`config.mk`:
```
export PLATFORM = sky130hd
export DESIGN_NAME = muldiv_seq
export DESIGN_NICKNAME = d
export VERILOG_FILES = /design/src/rtl/muldiv_seq_pkg.sv /design/src/rtl/muldiv_signfix.sv /design/src/rtl/muldiv_seq.sv
export SDC_FILE = /design/constraint.sdc
export NUM_CORES = 1
export LEC_CHECK = 0
export CORE_MARGIN = 2
export CORE_UTILIZATION = 40
export CTS_CLUSTER_DIAMETER = 200
export CTS_CLUSTER_SIZE = 10
export DETAILED_ROUTE_END_ITERATION = 8
export GPL_ROUTABILITY_DRIVEN = 0
export HOLD_SLACK_MARGIN = 0.02
export PLACE_DENSITY_LB_ADDON = 0.12
export SLEW_MARGIN = 20
export SYNTH_ARGS = -nofsm -noshare
export SYNTH_HDL_FRONTEND = slang
export SYNTH_SLANG_ARGS = --single-unit
export TNS_END_PERCENT = 5
```
`constraint.sdc`:
```
create_clock -name clk -period 4.2 [get_ports clk]
set_input_delay 0.63 -clock clk [delete_from_list [all_inputs] [get_ports clk]]
set_output_delay 0.63 -clock clk [all_outputs]
set_load 0.02 [all_outputs]
```
`src/rtl/muldiv_seq_pkg.sv`:
```
// Shared encodings for the RV32M multiply/divide sequencer.
// Covers M-extension funct3 codes, shared-ALU controls and FSM states.
package muldiv_seq_pkg;

    localparam logic [2:0] OP_MUL    = 3'b000;
    localparam logic [2:0] OP_MULH   = 3'b001;
    localparam logic [2:0] OP_MULHSU = 3'b010;
    localparam logic [2:0] OP_MULHU  = 3'b011;
    localparam logic [2:0] OP_DIV    = 3'b100;
    localparam logic [2:0] OP_DIVU   = 3'b101;
    localparam logic [2:0] OP_REM    = 3'b110;
    localparam logic [2:0] OP_REMU   = 3'b111;

    localparam logic [3:0] ALU_ADD = 4'b0000;
    localparam logic [3:0] ALU_SUB = 4'b0001;

    typedef enum logic [2:0] {
        S_IDLE = 3'd0,
        S_PREP = 3'd1,
        S_ITER = 3'd2,
        S_FIX  = 3'd3,
        S_DONE = 3'd4
    } state_e;

endpackage

```
`src/rtl/muldiv_signfix.sv`:
```
// Final sign correction and result selection for multiply/divide.
// Purely combinational; the shared ALU is not used here.
module muldiv_signfix
    import muldiv_seq_pkg::*;
#(
    parameter int XLEN = 32
) (
    input  logic [2:0]      op,
    input  logic            neg,
    input  logic [XLEN-1:0] hi,
    input  logic [XLEN-1:0] lo,
    output logic [XLEN-1:0] res
);

    logic [2*XLEN-1:0] prod;
    logic [XLEN-1:0]   quo;
    logic [XLEN-1:0]   rem;

    assign prod = neg ? -{hi, lo} : {hi, lo};
    assign quo  = neg ? -lo : lo;
    assign rem  = neg ? -hi : hi;

    always_comb begin
        res = '0;
        unique case (op)
            OP_MUL:                      res = prod[XLEN-1:0];
            OP_MULH, OP_MULHSU, OP_MULHU: res = prod[2*XLEN-1:XLEN];
            OP_DIV, OP_DIVU:             res = quo;
            default:                     res = rem;
        endcase
    end

endmodule

```
`src/rtl/muldiv_seq.sv`:
```
// RV32M multi-cycle multiply/divide sequencer borrowing the shared ALU.
// {hi,lo} holds the product for multiplies and {remainder,quotient} for divides.
module muldiv_seq
    import muldiv_seq_pkg::*;
#(
    parameter int XLEN  = 32,
    parameter int ITERS = 32
) (
    input  logic            clk,
    input  logic            rst,
    input  logic            start,
    input  logic [2:0]      op,
    input  logic [XLEN-1:0] rs1,
    input  logic [XLEN-1:0] rs2,
    output logic            busy,
    output logic            done,
    output logic [XLEN-1:0] result,
    output logic [XLEN-1:0] alu_a,
    output logic [XLEN-1:0] alu_b,
    output logic [3:0]      alu_ctrl,
    input  logic [XLEN-1:0] alu_result
);

    state_e          state_q, state_d;
    logic [2:0]      op_q;
    logic [XLEN-1:0] rs1_q, rs2_q, hi_q, lo_q, result_q;
    logic [4:0]      cnt_q;
    logic            neg_q, spec_q;

    logic            is_mul, sgn_a, sgn_b, neg1, neg2;
    logic [XLEN-1:0] abs1, abs2, spec_val, fix_val;
    logic            div0, ovf, special, neg_res;
    logic [XLEN:0]   shifted;
    logic            carry, sub_ok;

    assign is_mul = ~op_q[2];
    assign sgn_a  = (op_q != OP_MULHU) & (op_q != OP_DIVU) & (op_q != OP_REMU);
    assign sgn_b  = sgn_a & (op_q != OP_MULHSU);
    assign neg1   = sgn_a & rs1_q[XLEN-1];
    assign neg2   = sgn_b & rs2_q[XLEN-1];
    assign abs1   = neg1 ? -rs1_q : rs1_q;
    assign abs2   = neg2 ? -rs2_q : rs2_q;

    // Remainder sign follows the dividend only.
    assign neg_res = (~is_mul & op_q[1]) ? neg1 : (neg1 ^ neg2);

    assign div0 = op_q[2] & (rs2_q == '0);
    assign ovf  = op_q[2] & ~op_q[0] & (rs2_q == '1) &
                  (rs1_q == {1'b1, {(XLEN-1){1'b0}}});
    assign special = div0 | ovf;

    always_comb begin
        spec_val = '0;
        if (div0)
            spec_val = op_q[1] ? rs1_q : '1;
        else if (!op_q[1])
            spec_val = {1'b1, {(XLEN-1){1'b0}}};
    end

    assign shifted = {hi_q, lo_q[XLEN-1]};

    always_comb begin
        alu_a    = '0;
        alu_b    = '0;
        alu_ctrl = ALU_ADD;
        if (state_q == S_ITER) begin
            if (is_mul) begin
                alu_a = hi_q;
                alu_b = lo_q[0] ? abs1 : '0;
            end else begin
                alu_a    = shifted[XLEN-1:0];
                alu_b    = abs2;
                alu_ctrl = ALU_SUB;
            end
        end
    end

    assign carry  = alu_result < alu_a;
    assign sub_ok = shifted[XLEN] | (shifted[XLEN-1:0] >= abs2);

    muldiv_signfix #(.XLEN(XLEN)) u_signfix (
        .op  (op_q),
        .neg (neg_q),
        .hi  (hi_q),
        .lo  (lo_q),
        .res (fix_val)
    );

    always_comb begin
        state_d = state_q;
        unique case (state_q)
            S_IDLE:  if (start) state_d = S_PREP;
            S_PREP:  state_d = special ? S_FIX : S_ITER;
            S_ITER:  if (cnt_q == 5'(ITERS-1)) state_d = S_FIX;
            S_FIX:   state_d = S_DONE;
            S_DONE:  state_d = start ? S_PREP : S_IDLE;
            default: state_d = S_IDLE;
        endcase
    end

    always_ff @(posedge clk) begin
        if (rst) begin
            state_q  <= S_IDLE;
            op_q     <= '0;
            rs1_q    <= '0;
            rs2_q    <= '0;
            hi_q     <= '0;
            lo_q     <= '0;
            cnt_q    <= '0;
            neg_q    <= 1'b0;
            spec_q   <= 1'b0;
            result_q <= '0;
        end else begin
            state_q <= state_d;
            unique case (state_q)
                S_IDLE, S_DONE: begin
                    if (start) begin
                        op_q  <= op;
                        rs1_q <= rs1;
                        rs2_q <= rs2;
                    end
                end
                S_PREP: begin
                    hi_q   <= '0;
                    lo_q   <= special ? spec_val : (is_mul ? abs2 : abs1);
                    spec_q <= special;
                    neg_q  <= neg_res;
                    cnt_q  <= '0;
                end
                S_ITER: begin
                    cnt_q <= cnt_q + 5'd1;
                    if (is_mul) begin
                        hi_q <= {carry, alu_result[XLEN-1:1]};
                        lo_q <= {alu_result[0], lo_q[XLEN-1:1]};
                    end else begin
                        hi_q <= sub_ok ? alu_result : shifted[XLEN-1:0];
                        lo_q <= {lo_q[XLEN-2:0], sub_ok};
                    end
                end
                S_FIX: result_q <= spec_q ? lo_q : fix_val;
                default: ;
            endcase
        end
    end

    assign busy   = (state_q == S_PREP) | (state_q == S_ITER) | (state_q == S_FIX);
    assign done   = (state_q == S_DONE);
    assign result = result_q;

endmodule

```
==> metrics.yaml, run 1 <==
synth:
  synth-seq-cells: 173
  synth_seq_area_share_pct: 23.99
  synthTopCellsByArea: "dfxtp_1 24%, nand2_1 7.2%, a21oi_1 6.6%"
  postSynthCellCount: 1975
  synth-warning-count: 0
  avgSynthCellArea_um2: 7.308
  yosys.area.top_type: "dfxtp_1"
  synth_edf_count: 0
  yosysTopAreaCellShare_pct: 23.99
  netlist_area_mm2: 0.01443
  synth_cell_type_count: 82
  synth_ff_type: "dfxtp_1"
  async_flop_share_pct: 0
final_layout:
  final_cell_area_mm2: 0.01793
  syn_to_final_growth_pct: 24.19
  num_antenna_cells: 0
  fin_nets: 2288
  final_util_pct: 50.40
  drive_gt1_share_pct: 10.98
critical_path:
  crit_path_end_kind: "output port"
  path_cells: "or4_4 -> nor4_4 -> buf_4 -> nand2_1 -> o21a_1 -> xnor2_1 -> o22ai_1 -> clkdlybuf4s50_1"
  critical_path.slowest_cell: "clkdlybuf4s50_1"
  worstPathArrival_ns: 3.52
  cp_max_fo: 7
  r2r_slack_ns: 0.05
  slowest_delay_ns: 0.68
  cp.required_ns: 3.57
  crit_type: "reg2out"
  crit_path_start_kind: "flop"
timing:
  grt_setup_unrepaired: "yes"
  finalHoldViolCount: 0
  setup_viol: 0
  drv_slew: 0
  fin_skew_ns: 0.01871
  fin_crit_sh_pct: 98.87
  fmax_ghz: 0.2408
  period_minus_slack_ns: 4.152
  tightest_slew_ns: 1.105
  relSlewSlack_pct: 26.36
floorplan:
  num_rows: 69
  die_y_um: 194.0
  start_util_pct: 40.58
  die_area_mm2: 0.03762
  ios: 204
  coreArea_mm2: 0.03557
  fp.dieW_um: 194.0
global_route:
  grtUsageTotal_pct: 30.12
  grt_max_degree: 97
  grt_pass1_vias: 14910
  antenna_found_initial: 0
  grt_overflow: 0
  grt_pass1_wl_mm: 88.99
detailed_routing:
  dr.pass1.iters: 6
  ant_nets: 0
  drc: 0
  routed_wirelength_mm: 59.15
  drtIter0Drc: 1712
  vias: 15962
  viasPerCell: 6.158
  wire_per_inst_um: 22.82
place:
  hpwl_mm: 44.25
  postPlaceCellArea_mm2: 0.01711
  port_buffers: 200
power_and_ir_drop:
  p_leak_uw: 0.006873
  ir_drop_v: 0.0003340
  p_total_uw: 7356
  power.density_mw_per_mm2: 410.3
clock_tree:
  cts_num_sinks: 173
  cts_tree: "yes"
  cts_buffers: 17
  hold_buffers: 0
  htree_levels: 4
  clk_path_buf_depth: 2
  insertion_delay_ns: 0.45
  cts-root-buf: "clkbuf_16"
  clkTransAtPathRegs_ns: 0.08
outcome:
  status: "complete, no violations"
worst_hold_path:
  min_path_type: "reg2reg"
run:
  cap_violations: 0
[Yosys cell counts (all sizes together) (21+ instances only)]
cell    count
nand2     277
a21oi     190
dfxtp     173
o21ai     170
clkbuf    149
nor2       99
mux2i      86
ha         68
inv        60
xnor2      57
xor2       51
nor3       44
a22oi      42
nand3      40
o22ai      36
nand2b     34
buf        33
or3        31
a31oi      30
mux2       28
nand4      24
or4        21
[power by group]
group,total (µW),leakage [µW],internal [µW],switching (µW)
registers,2250,0.00141,1830,420
clock network,1620,0.000281,795,825
logic,3490,0.00518,1420,2070
total,7360,0.00687,4040,3320
[final timing paths]
path / endpoint / cells past startpoint / start
setup reg to reg: hi_q[1]$_SDFFE_PP0P_ / 15 / rs2_q[5]$_SDFFE_PP0P_
hold / removal: result[23]$_SDFFE_PP0P_ / 2 / result[23]$_SDFFE_PP0P_
setup / recovery: alu_b[23] / 8 / rs1_q[8]$_SDFFE_PP0P_
hold reg to reg: result[23]$_SDFFE_PP0P_ / 2 / result[23]$_SDFFE_PP0P_
[area by class of cell]
cell class	instances	area [µm²]
clock inverters	14	145.1
repair buffers	304	2845
inverters	62	232.7
flip-flops and latches	173	3471
clock buffers	18	429.2
fillers	3570	17640
well taps	461	576.8
multi-input cells	1560	10230
[cells in the final DEF, fill, tap and decap left out, types with 7 or more instances in the layout]
cell type / count
o21ai_1: 31
and2_1: 7
o22ai_1: 36
a21oi_1: 190
inv_1: 60
nor3_1: 41
nand2b_1: 34
xnor2_2: 8
nand3_1: 38
o21ai_0: 138
nor2_1: 93
mux2i_1: 86
or4_1: 14
a22oi_1: 42
dfxtp_1: 169
or3_1: 30
o221ai_1: 13
clkdlybuf4s50_1: 189
ha_1: 67
nand2_1: 276
xnor2_1: 49
nand4_1: 24
or4_4: 7
o31ai_1: 19
o31a_1: 9
clkbuf_16: 18
nor4_1: 11
mux2_2: 28
o41ai_1: 10
a21o_1: 19
xor2_1: 51
buf_4: 101
o211ai_1: 13
a211oi_1: 18
a31oi_1: 30
[critical path: cells and delay by family, from the launching register on]
kind / cells / cell delay [ns]
flip-flops: 1 / 0.39
buffers and inverters: 2 / 0.87
AND/OR/NAND/NOR: 3 / 1.16
XOR/XNOR: 1 / 0.16
AO/OA/AOI/OAI: 2 / 0.48
[kinds of logic after synthesis]
logic type,after synthesis,synth area share [%]
other cells,1,0.02598
simple gates,639,21.77
buf+inv,244,6.701
flops,173,23.99
mux,114,8.148
fa+ha+maj,68,5.895
xor+xnor,108,6.605
compound gates,628,26.86
[sequential cells by signal, indices dropped and copies added, names as in the netlist]
name	flops
hi_q	32
lo_q	32
result	32
rs1_q	32
rs2_q	32
cnt_q	5
op_q	3
state_q	3
neg_q	1
spec_q	1
[metal layers]
layer / global-route usage [%] / vias to the layer above / share of wire [%] / wire length [µm]
li1: - / 7448 / - / -
met1: 40.15 / 7488 / 42 / 24820
met2: 46.67 / 866 / 44 / 25950
met3: 4.818 / 160 / 8.4 / 4963
met4: 16.08 / 0 / 5.8 / 3419
met5: 0 / - / 0 / 0
[stage by stage]
stage	hold slack (ns)	worst slack, ns	setup TNS, ns	std cells
global placement	0.4295	0.02659	0	2557
finish	0.4388	0.04754	0	2592
floorplan	0.4441	0.1091	0	1977
global route	0.4918	-0.05698	-0.5439	2592
CTS	0.4434	0.005366	0	2589
detailed placement	0.4326	-0.08466	-1.095	2557
[what timing repair did]
action / CTS / global route
cloned: 0 / 1
gates resized for setup: 11 / 38
setup endpoints to repair: 40 / 42
pin swaps: 0 / 12
setup buffers: 0 / 2
Power figures use the tool's default switching activity.
==> run 2, diff against run 1 <==
--- a/config.mk
+++ b/config.mk
@@ -5,11 +5,11 @@
 export SDC_FILE = /design/constraint.sdc
 export NUM_CORES = 1
 export LEC_CHECK = 0
-export CORE_MARGIN = 2
 export CORE_UTILIZATION = 40
 export CTS_CLUSTER_DIAMETER = 200
 export CTS_CLUSTER_SIZE = 10
 export DETAILED_ROUTE_END_ITERATION = 8
+export DONT_BUFFER_PORTS = 1
 export GPL_ROUTABILITY_DRIVEN = 0
 export HOLD_SLACK_MARGIN = 0.02
 export PLACE_DENSITY_LB_ADDON = 0.12
==> constraint.sdc (replaced) <==
create_clock -name clk -period 4.18 [get_ports clk]
set_input_delay 0.627 -clock clk [delete_from_list [all_inputs] [get_ports clk]]
set_output_delay 0.627 -clock clk [all_outputs]
set_load 0.02 [all_outputs]
==> metrics.yaml, run 2 (same netlist as run 1, synthesis figures left out) <==
global_route:
  grt_pass1_wl_mm: 86.07  # -3.3%
  grtUsageTotal_pct: 31.01  # +0.90 points
  grt_overflow: 0  # unchanged
  grt_pass1_vias: 13841  # -7.2%
  grt_max_degree: 133  # +37%
  antenna_found_initial: 0  # unchanged
clock_tree:
  clkTransAtPathRegs_ns: 0.08  # about the same
  cts_buffers: 17  # unchanged
  hold_buffers: 0  # unchanged
  cts_num_sinks: 173  # unchanged
  clk_path_buf_depth: 2  # unchanged
  cts-root-buf: "clkbuf_16"
  insertion_delay_ns: 0.46  # about the same
  htree_levels: 4  # unchanged
  cts_tree: "yes"
critical_path:
  crit_path_start_kind: "flop"
  crit_type: "reg2reg"
  crit_path_end_kind: "flop"
  cp.required_ns: 4.52  # +0.95 ns
  cp_max_fo: 8  # +1
  worstPathArrival_ns: 4.43  # +0.91 ns
power_and_ir_drop:
  power_switching_share_pct: 44.89  # -0.24 points
  p_clk_share_pct: 22.5  # +0.5 points
  power_frac_seq_pct: 31.0  # +0.5 points
  p_leak_uw: 0.006125  # -11%
  ir_drop_v: 0.0003258  # -2.5%
  combPwrFrac_pct: 46.5  # -0.9 points
  p_switching_uw: 3267  # -1.6%
  p_int_uw: 4011  # -0.62%
  power.density_mw_per_mm2: 453.2  # +10%
floorplan:
  start_util_pct: 40.58  # unchanged
  coreArea_mm2: 0.03557  # unchanged
  num_rows: 69  # unchanged
  fp.dieW_um: 192.0  # -1.0%
  ios: 204  # unchanged
  die_area_mm2: 0.03685  # -2.1%
  die_y_um: 192.0  # -1.0%
detailed_routing:
  ant_nets: 0  # unchanged
  wire_per_inst_um: 24.05  # +5.4%
  vias: 14988  # -6.1%
  drtIter0Drc: 1562  # -8.8%
  drc: 0  # unchanged
  dr.pass1.iters: 6  # unchanged
  viasPerCell: 6.209  # +0.82%
  routed_wirelength_mm: 58.06  # -1.8%
run:
  cap_violations: 0  # unchanged
timing:
  fin_crit_sh_pct: 97.86
  tightest_slew_ns: 0.9437  # -0.1609 ns
  finalHoldViolCount: 0  # unchanged
  fmax_ghz: 0.2445
  fin_hold_ws_ns: 0.2501  # -0.1887 ns
  drv_slew: 0  # unchanged
  period_minus_slack_ns: 4.091
  setup_viol: 0  # unchanged
  relSlewSlack_pct: 36.86  # +10 points
  fin_skew_ns: 0.01389  # -0.004826 ns
final_layout:
  drive_gt1_share_pct: 12.60  # +1.6 points
  num_antenna_cells: 0  # unchanged
  fin_cells: 2414  # -6.9%
  layout_commonest_cell: "nand2_1"
  fin_nets: 2110  # -7.8%
  syn_to_final_growth_pct: 11.26
  final_cell_mix: "276 x nand2_1, 189 x a21oi_1, 170 x dfxtp_1"
  regArea_mm2: 0.003470  # about the same
  num-fill-cells: 3718  # +4.1%
  multiInputGateArea_mm2: 0.01018  # -0.49%
place:
  dp.cells: 2366  # -7.5%
  hpwl_mm: 42.96  # -2.9%
  port_buffers: 0  # -100%
worst_hold_path:
  min_path_type: "in2reg"
outcome:
  status: "complete, no violations"
-- run 2: cell count changes in the layout (fill, tap and decap cells not counted), moves of 3 or more --
cell	before	now
buf_4	101	118
buf_6	0	3
nor2_2	5	2
nor2_1	93	97
or4_1	14	17
or4_4	7	4
dlymetal6s2s_1	6	0
dlygate4sd2_1	4	0
clkdlybuf4s50_1	189	0
-- run 2: worst max-delay path, stage by stage (launching register included) --
cell	delay (ns)
dfxtp_1	0.32
inv_2	0.08
ha_4	0.15
or4b_4	0.52
nor3_4	0.27
nor2_2	0.08
xnor2_2	0.15
ha_1	0.31
buf_4	0.14
nand4_1	0.09
a31oi_1	0.05
o41a_1	0.41
nor4_4	0.31
a2111oi_4	0.10
a211oi_4	0.31
buf_6	0.18
buf_6	0.18
mux2i_1	0.22
o21ai_1	0.08
-- run 2: timing repair --
| action | 4_1_cts | 5_1_grt |
|---|---|---|
| buffers inserted | 0 | 13 |
| resized for setup | 0 | 30 |
| setup endpoints to repair | 0 | 33 |
-- run 2: area by class of cell --
type | count | share of cell area (%)
Inverter | 62 | 1.449
Clock buffer | 17 | 2.649
Tap cell | 461 | 3.592
Sequential cell | 173 | 21.60
Timing Repair Buffer | 126 | 6.412
Multi-Input combinational cell | 1560 | 63.37
Clock inverter | 15 | 0.9272
-- run 2: path summary, 6_finish.rpt --
kind              depth (start not counted)                 endpoint             startpoint  slack (ns)
hold reg to reg                           2    rs1_q[1]$_SDFFE_PP0P_  rs1_q[1]$_SDFFE_PP0P_        0.47
setup reg to reg                         18    hi_q[13]$_SDFFE_PP0P_  rs2_q[1]$_SDFFE_PP0P_        0.09
setup / recovery                         18    hi_q[13]$_SDFFE_PP0P_  rs2_q[1]$_SDFFE_PP0P_        0.09
hold / removal                            1  result[11]$_SDFFE_PP0P_                    rst        0.25
-- run 2: power groups by stage --
stage	Combinational, µW	Sequential, µW	Clock (µW)
after CTS	3130	2230	1670
after global routing	3650	2280	1740
after detailed placement	3120	2270	0
after floorplan	2360	2030	0
after global placement	3090	2270	0
final	3390	2250	1640
-- run 2: stage by stage --
stage | setup slack, ns | power, µW | instance area [µm²] | utilization (%) | TNS (ns)
after global routing | -0.04097 | 7667 | 16060 | 45.15 | -0.5284
after detailed placement | 0.003310 | 5390 | 15180 | 42.67 | 0
after global placement | 0.09264 | 5354 | 15180 | 42.67 | 0
final | 0.08927 | 7278 | 16060 | 45.15 | 0
after CTS | 0.008737 | 7028 | 15750 | 44.29 | 0
after floorplan | 0.08914 | 4386 | 14440 | - | 0
-- run 2: layer usage --
layer	track usage, %	part of all wire (%)	up-vias
met3	6.450	7.8	110
li1	-	-	7106
met1	41.19	44	7063
met5	0	0	-
met2	47.86	44	709
met4	14.19	4.6	0
==> run 3, diff against run 2 <==
==> constraint.sdc (replaced) <==
create_clock -name clk -period 3.5 [get_ports clk]
set_input_delay 0.525 -clock clk [delete_from_list [all_inputs] [get_ports clk]]
set_output_delay 0.525 -clock clk [all_outputs]
set_load 0.01 [all_outputs]
==> metrics.yaml, run 3 (same netlist as run 1, synthesis figures left out) <==
critical_path:
  r2r_slack_ns: -0.48  # -0.57 ns
  rr_worst_depth: 18  # unchanged
  path_delay_family: "simple AND/OR/NAND/NOR gates"
  slowest_delay_ns: 0.51  # about the same
  path_cells: "inv_4 -> ha_4 -> or4b_4 -> nor4_4 -> buf_4 -> a31oi_1 -> xnor2_1 -> ha_1 -> nand4_1 -> or3_4 -> nor2_4 -> nand2_2 -> a2111oi_4 -> a211oi_4 -> buf_12 -> clkbuf_16 -> mux2i_1 -> o21ai_1"
  crit_path_start_kind: "flop"
  r2r_start: "rs2_q[0]$_SDFFE_PP0P_"
  critical_path.slowest_cell: "or4b_4"
  cp.required_ns: 3.82  # -0.70 ns
  crit_path_end_kind: "flop"
  crit_type: "reg2reg"
  rr_endpoint: "hi_q[10]$_SDFFE_PP0P_"
  critPathBufInv: 4  # unchanged
  cp_max_fo: 8  # unchanged
  worstPathArrival_ns: 4.30  # -0.13 ns
detailed_routing:
  drc: 0  # unchanged
  vias: 15464  # +3.2%
  drtIter0Drc: 1609  # +3.0%
  routed_wirelength_mm: 59.05  # +1.7%
  met3_length_mm: 5.040  # +11%
  wl_met1_mm: 25.55  # +0.45%
  wire_per_inst_um: 23.65  # -1.7%
  route.top_layer_used: "met4"
  dr.pass1.iters: 7  # +1
  viasPerCell: 6.193  # -0.25%
  wl_met2_mm: 25.57  # +0.70%
  ant_nets: 0  # unchanged
power_and_ir_drop:
  p_total_uw: 9146  # +26%
  ir_drop_v: 0.0004608  # +41%
  power.density_mw_per_mm2: 541.0  # +19%
  p_leak_uw: 0.006584  # +7.5%
final_layout:
  num-fill-cells: 3658  # -1.6%
  num_antenna_cells: 0  # unchanged
  drive_gt1_share_pct: 17.53  # +4.9 points
  final_util_pct: 47.53  # +2.4 points
  fin_nets: 2193  # +3.9%
  syn_to_final_growth_pct: 17.12
  final_cell_mix: "274 x nand2_1, 199 x buf_4, 189 x a21oi_1"
  layout_commonest_cell: "nand2_1"
global_route:
  grt_max_degree: 133  # unchanged
  grtUsageTotal_pct: 31.73  # +0.71 points
  antenna_found_initial: 0  # unchanged
  grt_pass1_vias: 14381  # +3.9%
  grt_overflow: 0  # unchanged
  grt_pass1_wl_mm: 88.06  # +2.3%
timing:
  tightest_slew_ns: 1.087  # +0.1432 ns
  layout_setup_ws_ns: -0.4812  # -0.5704 ns
  drv_slew: 0  # unchanged
  relSlewSlack_pct: 27.54  # -9.3 points
  fmax_ghz: 0.2512  # +2.8%
  fin_crit_sh_pct: 113.7  # +16 points
  period_minus_slack_ns: 3.981  # -0.1096 ns
  grt_setup_unrepaired: "yes"
  setup_viol: 34  # +34
  fin_skew_ns: 0.01129  # -0.002599 ns
  finalHoldViolCount: 0  # unchanged
floorplan:
  num_rows: 69  # unchanged
  start_util_pct: 40.58  # unchanged
  die_y_um: 192.0  # unchanged
  coreArea_mm2: 0.03557  # unchanged
  ios: 204  # unchanged
  die_area_mm2: 0.03685  # unchanged
  fp.dieW_um: 192.0  # unchanged
run:
  cap_violations: 0  # unchanged
clock_tree:
  cts-root-buf: "clkbuf_16"
  cts_tree: "yes"
  hold_buffers: 0  # unchanged
  insertion_delay_ns: 0.47  # about the same
  htree_levels: 4  # unchanged
  cts_num_sinks: 173  # unchanged
  cts_buffers: 17  # unchanged
  clk_path_buf_depth: 2  # unchanged
  clkTransAtPathRegs_ns: 0.08  # about the same
outcome:
  violations: "negative setup slack"
  status: "finished, violations left"
worst_hold_path:
  hold_depth: 1  # unchanged
  hp-start: "rst"
  hold_end: "result[9]$_SDFFE_PP0P_"
  min_path_type: "in2reg"
place:
  port_buffers: 0  # unchanged
  hpwl_mm: 44.31  # +3.1%
run 3: cell types whose count changed in the layout (fill, tap and decap cells not counted), moves of 3 or more:
cell / delta
clkinv_4: +3
dfxtp_2: +3
buf_16: +3
buf_4: +81
dfxtp_1: -4
o22ai_1: -10
clkinvlp_4: -3
o22ai_2: +10
run 3: metal layers:
layer | vias to the layer above | global-route usage [%]
li1 | 7269 | -
met1 | 7312 | 42.57
met4 | 0 | 15.96
met2 | 745 | 47.96
met5 | - | 0
met3 | 138 | 6.340
run 3: final cells by class:
type / count / area (µm²) / area share, %
Clock inverter: 15 / 170.2 / 1.007
Sequential cell: 173 / 3477 / 20.57
Inverter: 62 / 235.2 / 1.391
Tap cell: 461 / 576.8 / 3.412
Clock buffer: 17 / 425.4 / 2.516
Timing Repair Buffer: 209 / 1700 / 10.06
Multi-Input combinational cell: 1560 / 10320 / 61.05
run 3: report_power, final:
| group | leakage (µW) | switching (µW) | internal, µW | total (µW) |
|---|---|---|---|---|
| Sequential | 0.00142 | 405 | 2190 | 2600 |
| Clock | 0.000294 | 1010 | 1020 | 2030 |
| Combinational | 0.00488 | 2640 | 1880 | 4520 |
| Total | 0.00658 | 4050 | 5100 | 9150 |
run 3: worst register-to-register path: stages, from the launching register on:
cell and delay (ns):
dfxtp_4 0.35, inv_4 0.06, ha_4 0.12, or4b_4 0.51, nor4_4 0.36, buf_4 0.17
a31oi_1 0.08, xnor2_1 0.19, ha_1 0.33, nand4_1 0.11, or3_4 0.36, nor2_4 0.13
nand2_2 0.07, a2111oi_4 0.32, a211oi_4 0.12, buf_12 0.16, clkbuf_16 0.18, mux2i_1 0.15
o21ai_1 0.07
run 3: how the worst max path moves through the flow:
stage | from | endpoint | slack [ns] | cells past startpoint
after floorplan | rs2_q[0]$_SDFFE_PP0P_ | hi_q[0]$_SDFFE_PP0P_ | -0.36 | 16
after global placement | rs2_q[0]$_SDFFE_PP0P_ | hi_q[31]$_SDFFE_PP0P_ | -0.44 | 15
after detailed placement | rs2_q[0]$_SDFFE_PP0P_ | hi_q[31]$_SDFFE_PP0P_ | -0.51 | 15
after CTS | rs2_q[8]$_SDFFE_PP0P_ | hi_q[31]$_SDFFE_PP0P_ | -0.46 | 15
after global routing | rs2_q[1]$_SDFFE_PP0P_ | hi_q[0]$_SDFFE_PP0P_ | -0.61 | 18
final | rs2_q[0]$_SDFFE_PP0P_ | hi_q[10]$_SDFFE_PP0P_ | -0.48 | 18
run 3: stage by stage:
stage	cell area [µm²]	hold WS, ns	std cells	TNS, ns	worst slack (ns)
floorplan	14520	0.4441	1977	-11.04	-0.3618
CTS	16590	0.1129	2483	-14.52	-0.4616
finish	16910	0.1471	2497	-15.24	-0.4812
global placement	15850	0.4573	2448	-13.15	-0.4368
detailed placement	15850	0.4623	2448	-15.61	-0.5141
global route	16910	0.1149	2497	-19.68	-0.6150
run 3: timing repair:
item / in CTS / in global routing
cloned: 2 / 2
setup endpoints to repair: 40 / 59
pin swaps: 15 / 26
resized for setup: 16 / 32
setup buffers: 1 / 12
